## src/rtl/jam_result_collector.sv

```systemverilog
// Snoops the JAM 8x8 cost matrix, captures the assignment burst and emits one checked result word.
// res_valid rises 2 cycles after the last burst beat and the result is held stable until res_ready.
module jam_result_collector #(
  parameter int N  = 8,
  parameter int CW = 7,
  parameter int JW = 4,
  parameter int TW = 10
) (
  input  logic            clk,
  input  logic            rst,
  input  logic            in_valid,
  input  logic [CW-1:0]   in_cost,
  input  logic            jam_valid,
  input  logic [JW-1:0]   jam_job,
  input  logic [TW-1:0]   jam_cost,
  output logic            res_valid,
  input  logic            res_ready,
  output logic [N*JW-1:0] res_perm,
  output logic [TW-1:0]   res_cost,
  output logic [TW-1:0]   res_sum,
  output logic [2:0]      res_err,
  output logic            ovf,
  output logic            busy
);
  localparam int CLW = (N > 1) ? $clog2(N) : 1;
  localparam int BW  = $clog2(N + 1);
  localparam int UW  = 1 << CLW;
  localparam logic [CLW-1:0] LAST_IDX = CLW'(N - 1);
  localparam logic [JW-1:0]  JOB_LIM  = JW'(N);
  localparam logic [BW-1:0]  BEAT_LIM = BW'(N);

  typedef enum logic [2:0] {S_IDLE, S_LOAD, S_WAIT, S_COLLECT, S_HOLD} state_t;

  state_t          r_state;
  logic [CW-1:0]   r_mat [N][N];
  logic [CLW-1:0]  r_ld_row;
  logic [CLW-1:0]  r_ld_col;
  logic [BW-1:0]   r_bt_cnt;
  logic [UW-1:0]   r_used;
  logic [N*JW-1:0] r_perm;
  logic [TW-1:0]   r_cost;
  logic [TW-1:0]   r_sum;
  logic [2:0]      r_err;
  logic            r_valid;
  logic            r_ovf;

  logic            w_ld_we;
  logic            w_ld_last;
  logic            w_beat;
  logic            w_idx_ok;
  logic            w_job_ok;
  logic            w_bad;
  logic [CLW-1:0]  w_row;
  logic [CLW-1:0]  w_job_lo;
  logic [TW-1:0]   w_add;

  assign w_ld_we   = in_valid && (r_state == S_IDLE || r_state == S_LOAD);
  assign w_ld_last = (r_ld_row == LAST_IDX) && (r_ld_col == LAST_IDX);
  assign w_beat    = jam_valid && (r_state == S_WAIT || r_state == S_COLLECT);
  assign w_idx_ok  = r_bt_cnt < BEAT_LIM;
  assign w_job_ok  = jam_job < JOB_LIM;
  assign w_row     = r_bt_cnt[CLW-1:0];
  assign w_job_lo  = jam_job[CLW-1:0];
  // An out-of-range or repeated job contributes nothing to the recomputed sum.
  assign w_bad     = !w_job_ok || r_used[w_job_lo];
  assign w_add     = w_bad ? '0 : TW'(r_mat[w_row][w_job_lo]);

  always_ff @(posedge clk) begin
    if (w_ld_we) begin
      r_mat[r_ld_row][r_ld_col] <= in_cost;
    end
  end

  always_ff @(posedge clk) begin
    if (rst) begin
      r_state  <= S_IDLE;
      r_ld_row <= '0;
      r_ld_col <= '0;
      r_bt_cnt <= '0;
      r_used   <= '0;
      r_perm   <= '0;
      r_cost   <= '0;
      r_sum    <= '0;
      r_err    <= '0;
      r_valid  <= 1'b0;
      r_ovf    <= 1'b0;
    end else begin
      if (in_valid && (r_state == S_WAIT || r_state == S_COLLECT || r_state == S_HOLD)) begin
        r_ovf <= 1'b1;
      end

      if (w_ld_we) begin
        if (r_ld_col == LAST_IDX) begin
          r_ld_col <= '0;
          r_ld_row <= w_ld_last ? '0 : r_ld_row + CLW'(1);
        end else begin
          r_ld_col <= r_ld_col + CLW'(1);
        end
      end

      // Beat counter stops at N; surplus beats only flag a length error.
      if (w_beat) begin
        if (w_idx_ok) begin
          r_perm[w_row*JW +: JW] <= jam_job;
          if (w_job_ok) begin
            r_used[w_job_lo] <= 1'b1;
          end
          if (w_bad) begin
            r_err[0] <= 1'b1;
          end
          r_sum <= r_sum + w_add;
          if (r_bt_cnt == '0) begin
            r_cost <= jam_cost;
          end else if (jam_cost != r_cost) begin
            r_err[1] <= 1'b1;
          end
          r_bt_cnt <= r_bt_cnt + BW'(1);
        end else begin
          r_err[2] <= 1'b1;
        end
      end

      case (r_state)
        S_IDLE: begin
          if (in_valid) begin
            r_state <= S_LOAD;
          end
        end
        S_LOAD: begin
          if (in_valid && w_ld_last) begin
            r_state <= S_WAIT;
          end
        end
        S_WAIT: begin
          if (jam_valid) begin
            r_state <= S_COLLECT;
          end
        end
        S_COLLECT: begin
          if (!jam_valid) begin
            r_state <= S_HOLD;
            r_valid <= 1'b1;
            if (w_idx_ok) begin
              r_err[2] <= 1'b1;
            end
            if (r_sum != r_cost) begin
              r_err[1] <= 1'b1;
            end
          end
        end
        S_HOLD: begin
          // res_cost survives the handshake and is replaced by the next burst's first beat.
          if (res_ready) begin
            r_state  <= S_IDLE;
            r_valid  <= 1'b0;
            r_perm   <= '0;
            r_sum    <= '0;
            r_err    <= '0;
            r_used   <= '0;
            r_bt_cnt <= '0;
          end
        end
        default: r_state <= S_IDLE;
      endcase
    end
  end

  assign res_valid = r_valid;
  assign res_perm  = r_perm;
  assign res_cost  = r_cost;
  assign res_sum   = r_sum;
  assign res_err   = r_err;
  assign ovf       = r_ovf;
  assign busy      = (r_state != S_IDLE);

endmodule

```

## config.mk

```make
export PLATFORM = sky130hd
export DESIGN_NAME = jam_result_collector
export DESIGN_NICKNAME = d
export VERILOG_FILES = /design/src/rtl/jam_result_collector.sv
export SDC_FILE = /design/constraint.sdc
export NUM_CORES = 1
export LEC_CHECK = 0
export ABC_AREA = 0
export CAP_MARGIN = 20
export CORE_UTILIZATION = 55
export DETAILED_ROUTE_END_ITERATION = 16
export GPL_TIMING_DRIVEN = 0
export PLACE_DENSITY = 0.74
export SLEW_MARGIN = 0
export SYNTH_ARGS = -nofsm -noshare
export SYNTH_HDL_FRONTEND = slang
export SYNTH_SLANG_ARGS = --single-unit
```

## constraint.sdc

```tcl
create_clock -name clk -period 3.75 [get_ports clk]
set_input_delay 0.375 -clock clk [delete_from_list [all_inputs] [get_ports clk]]
set_output_delay 0.375 -clock clk [all_outputs]
set_load 0.005 [all_outputs]
```

## After elaboration in Yosys (flattened, before gate mapping)

Memory sizes are Yosys's and may differ from the RTL's. A register that Yosys moved wholly into a read port is not among the register bits.
Cells that the tools add are included.

- Add/subtract/negate cells: 5
- Shifts and indexed selects: 2
- Bitwise operators: 3
- Reductions and logical operators: 20
- Equal/unequal tests: 13
- $lt $le $gt $ge: 7
- Multiplexer cells: 54

Operator list:

| operator | number |
|---|---|
| $mux W32 | 4 |
| $mux W56 | 1 |
| $mux W10 | 4 |
| $mux W8 | 5 |
| $neg A5 Y34 | 1 |
| $shift A4 B34 Y32 const A | 1 |
| $shiftx A4 B34 Y32 | 1 |
| $bwmux W32 | 1 |
| $mux W3 | 10 |
| $mux W7 | 4 |
| $bmux W7 S3 | 1 |
| $demux W7 S3 | 1 |
| $ne A10 B10 Y1 | 2 |
| $mux W4 | 4 |
| $pmux W3 S5 | 1 |
| $mux W1 | 12 |
| $add A10 B7 Y10 | 1 |
| $eq A3 B3 Y1 const B | 3 |
| $ge A4 B4 Y1 const B | 2 |
| $lt A4 B4 Y1 const B | 2 |
| $ne A2 B2 Y1 const B | 4 |
| $not A3 Y4 | 2 |
| $or A8 B8 Y8 | 1 |
| $logic_and A1 B1 Y1 | 7 |
| 22 further kinds | 29 |

- RAM bits: 448
- Memories: 1
- Word-level logic and storage cells: 116
- Register bits after elaboration: 78
- Input bits: 26
- Output and inout port bits: 58

Memories:

| name | words | width | read ports | clocked after memory_dff | write ports | RTL line | source |
|---|---|---|---|---|---|---|---|
| r_mat | 8 | 56 | 1 | 1 | 1 | 35 | `logic [CW-1:0] r_mat [N][N];` |

## Logic depth before layout (Yosys ltp)

Gate-level depths: netlist (run 1).

- Word-level depth: 10
- Depth in mapped cells: 18

## Worst setup path after synthesis (run 1)

Ideal clock, no wire load.

- Kind: register -> register
- From: register r_bt_cnt[0]
- To: register r_sum[8], in the netlist res_sum[8]
- Required time: 3.622 ns
- Cell stages (with the launch flop): 15
- Setup slack: 0.109 ns
- Arrival time: 3.514 ns
- Library setup time: 0.128 ns
- Buffers on the path: 2
- Clock period less this slack: 3.641 ns
- Path through: dfxtp_1 > buf_2 > buf_2 > mux4_2 > mux4_2 > a211oi_1 > a211oi_1 > ha_1 > fa_1 > a21o_1 > a21oi_1 > o21bai_1 > o31ai_1 > xor2_1 > nor2_1

- Cells in the longest elaborated chain, start to end: 5

RTL lines:

| what | RTL line | source |
|---|---|---|
| start, declared | 38 | `logic [BW-1:0] r_bt_cnt;` |
| start signal, assigned | 117 | `r_bt_cnt <= r_bt_cnt + BW'(1);` |
| $lt A4 B4 Y1 * | 60 | `assign w_idx_ok = r_bt_cnt < BEAT_LIM;` |
| $mux W10 * | 103 | `if (w_idx_ok) begin` |
| $mux W10 * | 102 | `if (w_beat) begin` |
| $mux W10 | 153 | `if (res_ready) begin` |
| $mux W10 * | 123 | `case (r_state)` |
| end signal, assigned | 111 | `r_sum <= r_sum + w_add;` |
| end, declared | 42 | `logic [TW-1:0] r_sum;` |

Mark *: on every way between the ends. The rest lies on a longest branch, timed or not.
A chain may end at the register's enable or synchronous reset.

## Final worst setup path (run 1)

- From: input jam_job[1]
- To: register r_sum[8], in the netlist res_sum[8]

- Cells in the longest elaborated chain, start to end: 10
- Elaborated cells on any way between the ends: 15

RTL lines:

| what | RTL line | source |
|---|---|---|
| start, declared | 14 | `input logic [JW-1:0] jam_job,` |
| $not A3 Y4 (not written as such) | 66 | `assign w_add = w_bad ? '0 : TW'(r_mat[w_row][w_job_lo]);` |
| $bmux W7 S3 | 66 |  |
| $mux W7 (not written as such) (2 in a row) | 66 |  |
| $mux W7 * | 66 |  |
| $add A10 B7 Y10 * | 111 |  |
| $mux W10 * | 103 |  |
| $mux W10 * | 102 |  |
| $mux W10 | 153 |  |
| $mux W10 * | 123 |  |

Mark *: on every way between the ends. The rest lies on a longest branch, timed or not. The select of a mux whose other input is x is not followed.

==> metrics.cfg, run 1 <==
[sta]
fin_skew_ns = 0.0195
slew_headroom_pct = 32.0
fin_tns_setup_ns = -0.111
period_share_pct = 103
hold_viol = 0
fin_ws_ns = -0.0989
slew_violations = 0
min_period_ns = 3.85
setup_viol = 2
max_freq_mhz = 260
rsz0062_at_grt = true
tightest_slew_ns = 1.02

[die]
die_h_um = 198
io-pin-count = 84
core_area_um2 = 37800
num_rows = 71
dieArea_um2 = 39300
die_w_um = 198
initial_core_util_pct = 56.1

[finish]
layout_common_cells = edfxtp_1, nor2_1, mux4_2
final_cells = 1978
final_common_cell = edfxtp_1
seq_area_um2 = 15000
drive_above_1_share_pct = 21.9
finalNetCount = 1463
antenna_cells = 0
area_growth_syn_to_layout_pct = 19.6
fill_cells = 2463
multi_input_area_um2 = 6050

[worst_setup_path]
cp-end-kind = flip-flop
required_ns = 4.22
start_kind = primary input
crit_arrival_ns = 4.31
critical_path_class = primary input to flip-flop
worstPathMaxFanout = 10

[outcome]
status = complete, but fails checks
violations = setup timing

[global_routing]
grt-ovfl-total = 0
grt_pass1_vias = 12292
grt_pass1_wl_um = 76200
track_usage_pct = 26.8
grt_max_degree = 65
grt_antenna_before_repair = 0

[synthesis]
synth_warnings = 0
syn_avg_cell_area_um2 = 17.0
synth_cell_types = 54
synth_fp_nets = 1286
synthArstFlopShare_pct = 0
synth_area_um2 = 21200
synth-edff-count = 448
synth_cells = 1245
ys_ff_latch = 526
synth_ff_type = edfxtp_1
seq_area_frac_synth_pct = 70.9

[clock_tree]
cts_buffer_depth = 3
clk_pin_slew_ns = 0.07
clock_latency_ns = 0.60
cts_tree = yes
root_buffer = clkbuf_16
cts_max_level = 2
clock_sinks = 526
cts_made_buffers = 54

[hold_path]
worst_hold_path_type = primary input to flip-flop

[placement]
pre_cts_slack_ns = -0.884
place.gp.congestion = 0.926
dp_hpwl_um = 33000
io_buffers = 81
place_inst = 1844

[drt]
viasPerCell = 6.18
vias = 12229
wl_per_cell_um = 25.8
dr.pass1.iters = 5
drc = 0
drt-total-wl_um = 51100
ant_nets = 0
drt_iter0_drc = 1274

[pwr]
pwr_density_cell_nw_per_um2 = 481
peakVddDrop_mv = 0.450
p_leak_nw = 8.16

[job]
max-cap-violations = 0

==> critical path, stage by stage <==
cell and delay [ns]:
buf_2 0.32, clkbuf_1 0.74, buf_1 0.78, mux2i_4 0.40, a211oi_2 0.13, ha_2 0.24, fa_2 0.37, a21o_1 0.18
a21oi_2 0.18, o21bai_2 0.09, o31ai_2 0.23, xor2_1 0.19, nor2_1 0.05
==> kinds of logic after synthesis <==
group	Yosys count	share of synthesized area, %
xor+xnor	27	1.12
flops	526	70.9
fa+ha+maj	15	0.921
buf+inv	74	1.62
mux	200	15.7
simple gates	287	6.25
compound gates	116	3.50
==> area by class of cell <==
class	instances	share of cell area [%]
clock inverter	38	1.66
inverter	7	0.104
tap	511	2.52
sequential	526	59.3
multi-input combinational	645	23.9
timing repair buffer	121	4.86
clock buffer	63	5.54
buffer	67	2.19
==> flip-flops by register name, summed over array words and instances (netlist names) <==
register / flops
res_perm: 32
ovf: 1
r_used: 8
r_state: 3
res_err: 3
r_ld_row: 3
r_mat: 448
res_valid: 1
r_ld_col: 3
res_sum: 10
r_bt_cnt: 4
res_cost: 10
==> metrics by stage <==
step | hold slack [ns] | util (%) | instance area (um2) | power (mW)
floorplan | 0.431 | - | 21200 | 6.60
global placement | 0.444 | 60.0 | 22600 | 6.77
detailed placement | 0.454 | 60.2 | 22700 | 6.78
CTS | 0.188 | 66.4 | 25100 | 12.2
global route | 0.222 | 67.1 | 25300 | 12.5
finish | 0.217 | 67.1 | 25300 | 12.2
==> where the power goes <==
part           leakage (nW)  total [mW]  switching, mW  internal [mW]
Combinational          2.62       0.331          0.225          0.106
Sequential             4.66        6.36        0.00742           6.35
Clock                 0.880        5.51           2.26           3.24
Total                  8.16        12.2           2.50           9.70
==> what timing repair did <==
item | in CTS | in global routing
hold buffers | 1 | 0
pin swaps | 11 | 15
resized for setup | 85 | 33
gates cloned | 1 | 0
endpoints found under the hold margin | 1 | 0
setup endpoints to repair | 9 | 5
buffers inserted | 18 | 13
==> synth_stat cells, drive strengths merged, types with 3 or more instances <==
cell type    n  area [um2]
a21o         4        30.0
mux2i       91         911
nor2b       10        62.6
clkbuf      34         128
buf         33         189
xor2         6        52.6
nand2b       3        18.8
edfxtp     448       13500
nor2       141         532
nor3        11        65.1
and2         7        43.8
nand4       11        68.8
dfxtp       78        1560
xnor2       21         184
a211oi      14         105
nand3b       8        63.8
nand3       21         105
nor4         4        40.0
o22ai        5        31.3
a31oi       10        62.6
inv          7        26.3
or3          4        25.0
ha          14         175
mux4       106        2390
a22oi       23         173
nand2       57         214
a21oi       42         210
o21ai        6        30.0
mux2         3        33.8
==> final timing paths <==
check	startpoint	to	slack [ns]	cells past startpoint
max reg2reg	r_bt_cnt[0]	res_sum[8]	-0.05	14
min reg2reg	res_perm[19]	res_perm[19]	0.46	2
max	jam_job[1]	res_sum[8]	-0.1	13
min	in_cost[4]	r_mat[1][46]	0.22	1
==> metal layers <==
| layer | track usage [%] | share of wire (%) |
|---|---|---|
| met1 | 37.2 | 40 |
| met2 | 43.0 | 48 |
| met3 | 4.55 | 8.6 |
| met4 | 9.82 | 3.2 |
| met5 | 0 | 0 |
Power figures use the tool's default switching activity.
==> inputs of run 2 (changes only) <==
--- a/config.mk
+++ b/config.mk
@@ -13,2 +13,3 @@
 export PLACE_DENSITY = 0.74
+export REMOVE_ABC_BUFFERS = 1
 export SLEW_MARGIN = 0
--- a/constraint.sdc
+++ b/constraint.sdc
@@ -3,2 +3,2 @@
 set_output_delay 0.375 -clock clk [all_outputs]
-set_load 0.005 [all_outputs]
+set_load 0.05 [all_outputs]
==> run 2 against run 1 <==
The run still ends with setup timing left. Sequential share of layout area increased by 1.0 points. Largest power group unchanged. Routed wire length decreased by 5.1%. Combinational power decreased by 2%. Die area unchanged. Count of clock-buffer cells in the layout decreased by 2. Power decreased by 4.7%. Cell count decreased by 3.2%. Clock power decreased by 10%. Sequential cell count unchanged. Register-to-register slack about the same. Highest routed layer unchanged. Cell area decreased by 1.7%. Worst hold slack got worse by 0.15 ns.
==> metrics.cfg, run 2 (synthesis results as in run 1) <==
[clock_tree]
cts_buffer_depth = 3  ; unchanged
cts_max_level = 2  ; unchanged
root_buffer = clkbuf_16  ; unchanged
cts_tree = yes  ; unchanged
clock_sinks = 526  ; unchanged
cts_made_buffers = 51  ; was 54
clock_latency_ns = 0.58  ; was 0.60 ns
clk_pin_slew_ns = 0.07  ; about the same

[global_routing]
grt.busiest_layer = met2  ; unchanged
grt_pass1_wl_um = 72400  ; was 76,200 um
track_usage_pct = 25.4  ; was 26.8%
grt_max_degree = 61  ; was 65
grt_antenna_before_repair = 0  ; unchanged
met3_usage_pct = 3.88  ; was 4.55%
grt_pass1_vias = 11643  ; was 12,292
met2_usage_pct = 41.2  ; was 43.0%
grt-ovfl-total = 0  ; unchanged
grt.met1_usage_pct = 35.5  ; was 37.2%

[drt]
vias = 11803  ; was 12,229
wl_per_cell_um = 25.3  ; was 25.8 um
viasPerCell = 6.16  ; was 6.18
ant_nets = 0  ; unchanged
drc = 0  ; unchanged
dr.pass1.iters = 5  ; unchanged
drt-total-wl_um = 48500  ; was 51,100 um
drt_iter0_drc = 1076  ; was 1,274

[finish]
multi_input_area_um2 = 5990  ; was 6050 um2
area_growth_syn_to_layout_pct = 17.6  ; was 19.6%
layout_common_cells = edfxtp_1, nor2_1, mux4_2  ; unchanged
final_common_cell = edfxtp_1  ; unchanged
fill_cells = 2555  ; was 2,463
fin_area_um2 = 24900  ; was 25,300 um2
drive_above_1_share_pct = 19.8  ; was 21.9%
finalNetCount = 1408  ; was 1,463
max_flop_register = r_mat  ; unchanged
seq_area_um2 = 15000  ; about the same
largest_reg_flops = 448  ; unchanged
antenna_cells = 0  ; unchanged

[worst_setup_path]
worst_r2r_path_depth = 17  ; was 14
cp-end-kind = flip-flop  ; unchanged
worstPathMaxFanout = 6  ; was 10
required_ns = 4.27  ; was 4.22 ns
critical_path_class = flip-flop to flip-flop  ; was primary input to flip-flop
crit_arrival_ns = 4.33  ; was 4.31 ns
start_kind = flip-flop  ; was primary input

[sta]
min_period_ns = 3.81  ; was 3.85 ns
slew_headroom_pct = 37.3  ; was 32.0%
fin_ws_ns = -0.0595  ; was -0.0989 ns
hold_viol = 0  ; unchanged
setup_viol = 2  ; unchanged
tightest_slew_ns = 0.940  ; was 1.02 ns
max_freq_mhz = 263  ; was 260 MHz
rsz0062_at_grt = true  ; unchanged
slew_violations = 0  ; unchanged
fin_skew_ns = 0.0172  ; was 0.0195 ns
period_share_pct = 102  ; was 103%

[die]
num_rows = 71  ; unchanged
core_area_um2 = 37800  ; unchanged
initial_core_util_pct = 56.1  ; unchanged
dieArea_um2 = 39300  ; unchanged
die_w_um = 198  ; unchanged
die_h_um = 198  ; unchanged
io-pin-count = 84  ; unchanged

[outcome]
status = complete, but fails checks  ; unchanged
violations = setup timing  ; unchanged

[placement]
dp_hpwl_um = 28500  ; was 33,000 um
place.gp.congestion = 0.810  ; was 0.926
io_buffers = 83  ; was 81
pre_cts_slack_ns = -1.15  ; was -0.884 ns
placed_area_um2 = 22600  ; was 22,700 um2

[pwr]
finalPower_mw = 11.6  ; was 12.2 mW
peakVddDrop_mv = 0.409  ; was 0.450 mV
p_leak_nw = 7.97  ; was 8.16 nW
pwr_density_cell_nw_per_um2 = 467  ; was 481 nW/um2

[hold_path]
worst_hold_path_type = primary input to flip-flop  ; unchanged
holdPathStages = 1  ; unchanged

[job]
max-cap-violations = 0  ; unchanged

==> run 2: cell types whose count changed in the layout (fill, tap and decap cells not counted), moves of 4 or more <==
cell,previous run,this run
clkbuf_1,34,10
buf_12,17,10
buf_1,4,0
buf_16,4,11
clkinvlp_4,5,1
buf_6,10,4
bufbuf_16,0,4
buf_4,33,22
==> run 2: timing repair <==
action                     in CTS  in global routing
hold buffers                    0                  0
cloned                          8                  0
pin swaps                      16                  5
setup buffers                  28                  5
setup endpoints to repair       9                  6
resized for setup              30                 15
==> run 2: per-stage QoR <==
stage               TNS (ns)  hold slack, ns  util (%)  std cells
global route          -0.562          0.0810      66.0       1915
finish                -0.118          0.0673      66.0       1915
CTS                   -0.222          0.0501      65.7       1911
floorplan            -113.65           0.431         -       1178
global placement     -258.85           0.441      59.2       1772
detailed placement     -6.61           0.452      59.9       1786
==> run 2: power breakdown <==
part           total [mW]  internal, mW  switching [mW]
clock                4.95          2.83            2.12
sequential           6.36          6.35         0.00704
combinational       0.323         0.107           0.217
total                11.6          9.28            2.34
==> run 2: path summary, 6_finish.rpt <==
| check | startpoint | end | slack [ns] |
|---|---|---|---|
| worst min register to register | res_err[1] | res_err[1] | 0.47 |
| worst max-delay path | r_bt_cnt[0] | res_sum[6] | -0.06 |
| worst min-delay path | in_cost[2] | r_mat[5][37] | 0.07 |
| worst max register to register | r_bt_cnt[0] | res_sum[6] | -0.06 |
==> run 2: layout make-up <==
class | count | area share [%]
Clock buffer | 61 | 5.27
Clock inverter | 29 | 1.08
Inverter | 7 | 0.105
Multi-Input combinational cell | 645 | 24.0
Sequential cell | 526 | 60.3
Tap cell | 511 | 2.57
Timing Repair Buffer | 136 | 6.65
==> run 2: critical path: stages (launching register included) <==
cell and delay [ns]:
dfxtp_4 0.40, buf_16 0.16, buf_4 0.14, buf_6 0.12, mux4_2 0.56, mux2_4 0.31, a22oi_2 0.18, nor2_1 0.06
a31oi_1 0.25, a31oi_1 0.14, ha_1 0.34, a21o_1 0.15, a21oi_2 0.08, o21bai_2 0.18, buf_4 0.14, a21oi_4 0.04
or4_1 0.40, nand3_1 0.08
==> run 2: layer usage <==
metal / up-vias / routed length [um]
li1: 5146 / -
met3: 90 / 3670
met1: 6030 / 19900
met4: 0 / 1400
met5: - / 0
met2: 537 / 23500
==> inputs of run 3 (changes only) <==
Settings changed: CORE_MARGIN set to 2, SKIP_CTS_REPAIR_TIMING set to 1.
==> run 3 against run 2 <==
The run still ends with setup timing left. Worst hold slack better by 0.029 ns. Core utilization shrank 0.27 points. Cell count is 0.37% higher. Non-clock buffer count increased by 5.
==> metrics.cfg, run 3 (synthesis results as in run 1) <==
[die]
io-pin-count = 84  ; unchanged
die_w_um = 200  ; was 198 um
core_area_um2 = 37800  ; about the same
dieArea_um2 = 40100  ; was 39,300 um2
num_rows = 71  ; unchanged
die_h_um = 200  ; was 198 um
initial_core_util_pct = 56.0  ; was 56.1%

[sta]
fin_tns_setup_ns = -0.224  ; was -0.118 ns
period_share_pct = 102  ; about the same
slew_violations = 0  ; unchanged
hold_slack_ns = 0.0959  ; was 0.0673 ns
min_period_ns = 3.83  ; was 3.81 ns
setup_viol = 5  ; was 2
hold_viol = 0  ; unchanged
rsz0062_at_grt = true  ; unchanged
tightest_slew_ns = 1.07  ; was 0.940 ns
fin_ws_ns = -0.0779  ; was -0.0595 ns
fin_skew_ns = 0.0154  ; was 0.0172 ns
slew_headroom_pct = 28.5  ; was 37.3%
max_freq_mhz = 261  ; was 263 MHz

[drt]
wl_per_cell_um = 24.7  ; was 25.3 um
ant_nets = 0  ; unchanged
viasPerCell = 6.14  ; was 6.16
drt_iter0_drc = 1295  ; was 1,076
drc = 0  ; unchanged
vias = 11796  ; was 11,803
dr.pass1.iters = 5  ; unchanged
drt-total-wl_um = 47500  ; was 48,500 um

[global_routing]
grt_antenna_before_repair = 0  ; unchanged
met3_usage_pct = 3.12  ; was 3.88%
grt_pass1_wl_um = 68400  ; was 72,400 um
grt_pass1_vias = 11153  ; was 11,643
grt-ovfl-total = 0  ; unchanged
grt.met1_usage_pct = 33.3  ; was 35.5%
met2_usage_pct = 35.1  ; was 41.2%
track_usage_pct = 22.5  ; was 25.4%
grt_max_degree = 61  ; unchanged
grt.busiest_layer = met2  ; unchanged

[finish]
fill_cells = 2560  ; was 2,555
fin_area_um2 = 24900  ; about the same
seq_area_um2 = 15000  ; about the same
antenna_cells = 0  ; unchanged
layout_common_cells = edfxtp_1, nor2_1, mux4_2  ; unchanged
finalNetCount = 1414  ; was 1,408
final_common_cell = edfxtp_1  ; unchanged
max_flop_register = r_mat  ; unchanged
area_growth_syn_to_layout_pct = 17.4  ; was 17.6%
multi_input_area_um2 = 5970  ; was 5990 um2
postLayoutCoreUtil_pct = 65.7  ; was 66.0%
drive_above_1_share_pct = 20.1  ; was 19.8%
final_cells = 1922  ; was 1,915
largest_reg_flops = 448  ; unchanged

[clock_tree]
cts_max_level = 2  ; unchanged
cts_buffer_depth = 3  ; unchanged
clk_pin_slew_ns = 0.06  ; was 0.07 ns
cts_tree = yes  ; unchanged
cts_made_buffers = 52  ; was 51
root_buffer = clkbuf_16  ; unchanged
clock_latency_ns = 0.57  ; was 0.58 ns
clock_sinks = 526  ; unchanged

[outcome]
status = complete, but fails checks  ; unchanged
violations = setup timing  ; unchanged

[worst_setup_path]
r2r-start = r_bt_cnt[0]  ; unchanged
endpoint = res_sum[8]  ; was res_sum[6]
setup.worst_path.start = r_bt_cnt[0]  ; unchanged
cp-end-kind = flip-flop  ; unchanged
worstPathMaxFanout = 7  ; was 6
required_ns = 4.19  ; was 4.27 ns
worst_r2r_path_depth = 15  ; was 17
crit_slowest_cell = mux4_2  ; unchanged
crit_chain = buf_12, buf_16, buf_12, mux4_2, mux4_2, mux2i_4, a211oi_2, ha_2, fa_2, a21o_1, a21oi_2, o21bai_1, o31ai_1, xor2_1, nor2_1  ; was buf_16, buf_4, buf_6, mux4_2, mux2_4, a22oi_2, nor2_1, a31oi_1, a31oi_1, ha_1, a21o_1, a21oi_2, o21bai_2, buf_4, a21oi_4, or4_1, nand3_1
start_kind = flip-flop  ; unchanged
r2r_setup_slack_ns = -0.08  ; was -0.06 ns
critical_path_class = flip-flop to flip-flop  ; unchanged
r2r-end = res_sum[8]  ; was res_sum[6]
cpPeakStageDelay_ns = 0.56  ; about the same
crit_arrival_ns = 4.27  ; was 4.33 ns

[hold_path]
worst_hold_path_type = primary input to flip-flop  ; unchanged

[placement]
io_buffers = 83  ; unchanged
pre_cts_slack_ns = -0.844  ; was -1.15 ns
placed_area_um2 = 22600  ; about the same
dp_hpwl_um = 28800  ; was 28,500 um
place.gp.congestion = 0.836  ; was 0.810
place_inst = 1786  ; unchanged

[job]
max-cap-violations = 0  ; unchanged

[pwr]
pwr_density_cell_nw_per_um2 = 470  ; was 467 nW/um2
finalPower_mw = 11.7  ; was 11.6 mW
peakVddDrop_mv = 0.336  ; was 0.409 mV
p_leak_nw = 7.98  ; was 7.97 nW

## run 3: worst min-delay path by stage
| stage | from | to | slack [ns] | depth (start not counted) |
|---|---|---|---|---|
| 6_report | in_cost[1] | r_mat[5][15] | 0.1 | 1 |
| 2_1_floorplan | r_used[4] | r_used[4] | 0.43 | 2 |
| 3_5_place_dp | r_used[4] | r_used[4] | 0.46 | 2 |
| 5_1_grt | in_cost[1] | r_mat[7][15] | 0.1 | 1 |
| 3_3_place_gp | r_used[7] | r_used[7] | 0.44 | 2 |
| 4_1_cts | in_cost[1] | r_mat[5][15] | 0.09 | 1 |
## run 3: metal layers
layer	vias to the layer above	part of all wire [%]
met3	82	7.9
met4	0	2.8
met2	593	47
met5	-	0
met1	5974	42
li1	5147	-
## run 3: worst max-delay path: cells and delay by family, from the launching register on
family / cells / cell delay, ns
muxes: 3 / 1.27
AOI/OAI and AO/OA: 5 / 0.82
adders and majority gates: 2 / 0.61
buffers and inverters: 3 / 0.41
DFF: 1 / 0.40
xor gates and xnor gates: 1 / 0.16
and+or+nand+nor: 1 / 0.05
## run 3: report_power, final
| part | internal, mW | leakage (nW) | switching, mW |
|---|---|---|---|
| Clock | 2.91 | 0.794 | 2.11 |
| Combinational | 0.0994 | 2.52 | 0.213 |
| Sequential | 6.35 | 4.66 | 0.00700 |
## run 3: layout make-up
type | count | share of cell area, %
tap | 511 | 2.57
sequential | 526 | 60.4
clock inverter | 29 | 1.05
multi-input combinational | 645 | 24.0
clock buffer | 63 | 5.48
inverter | 7 | 0.121
timing repair buffer | 141 | 6.39
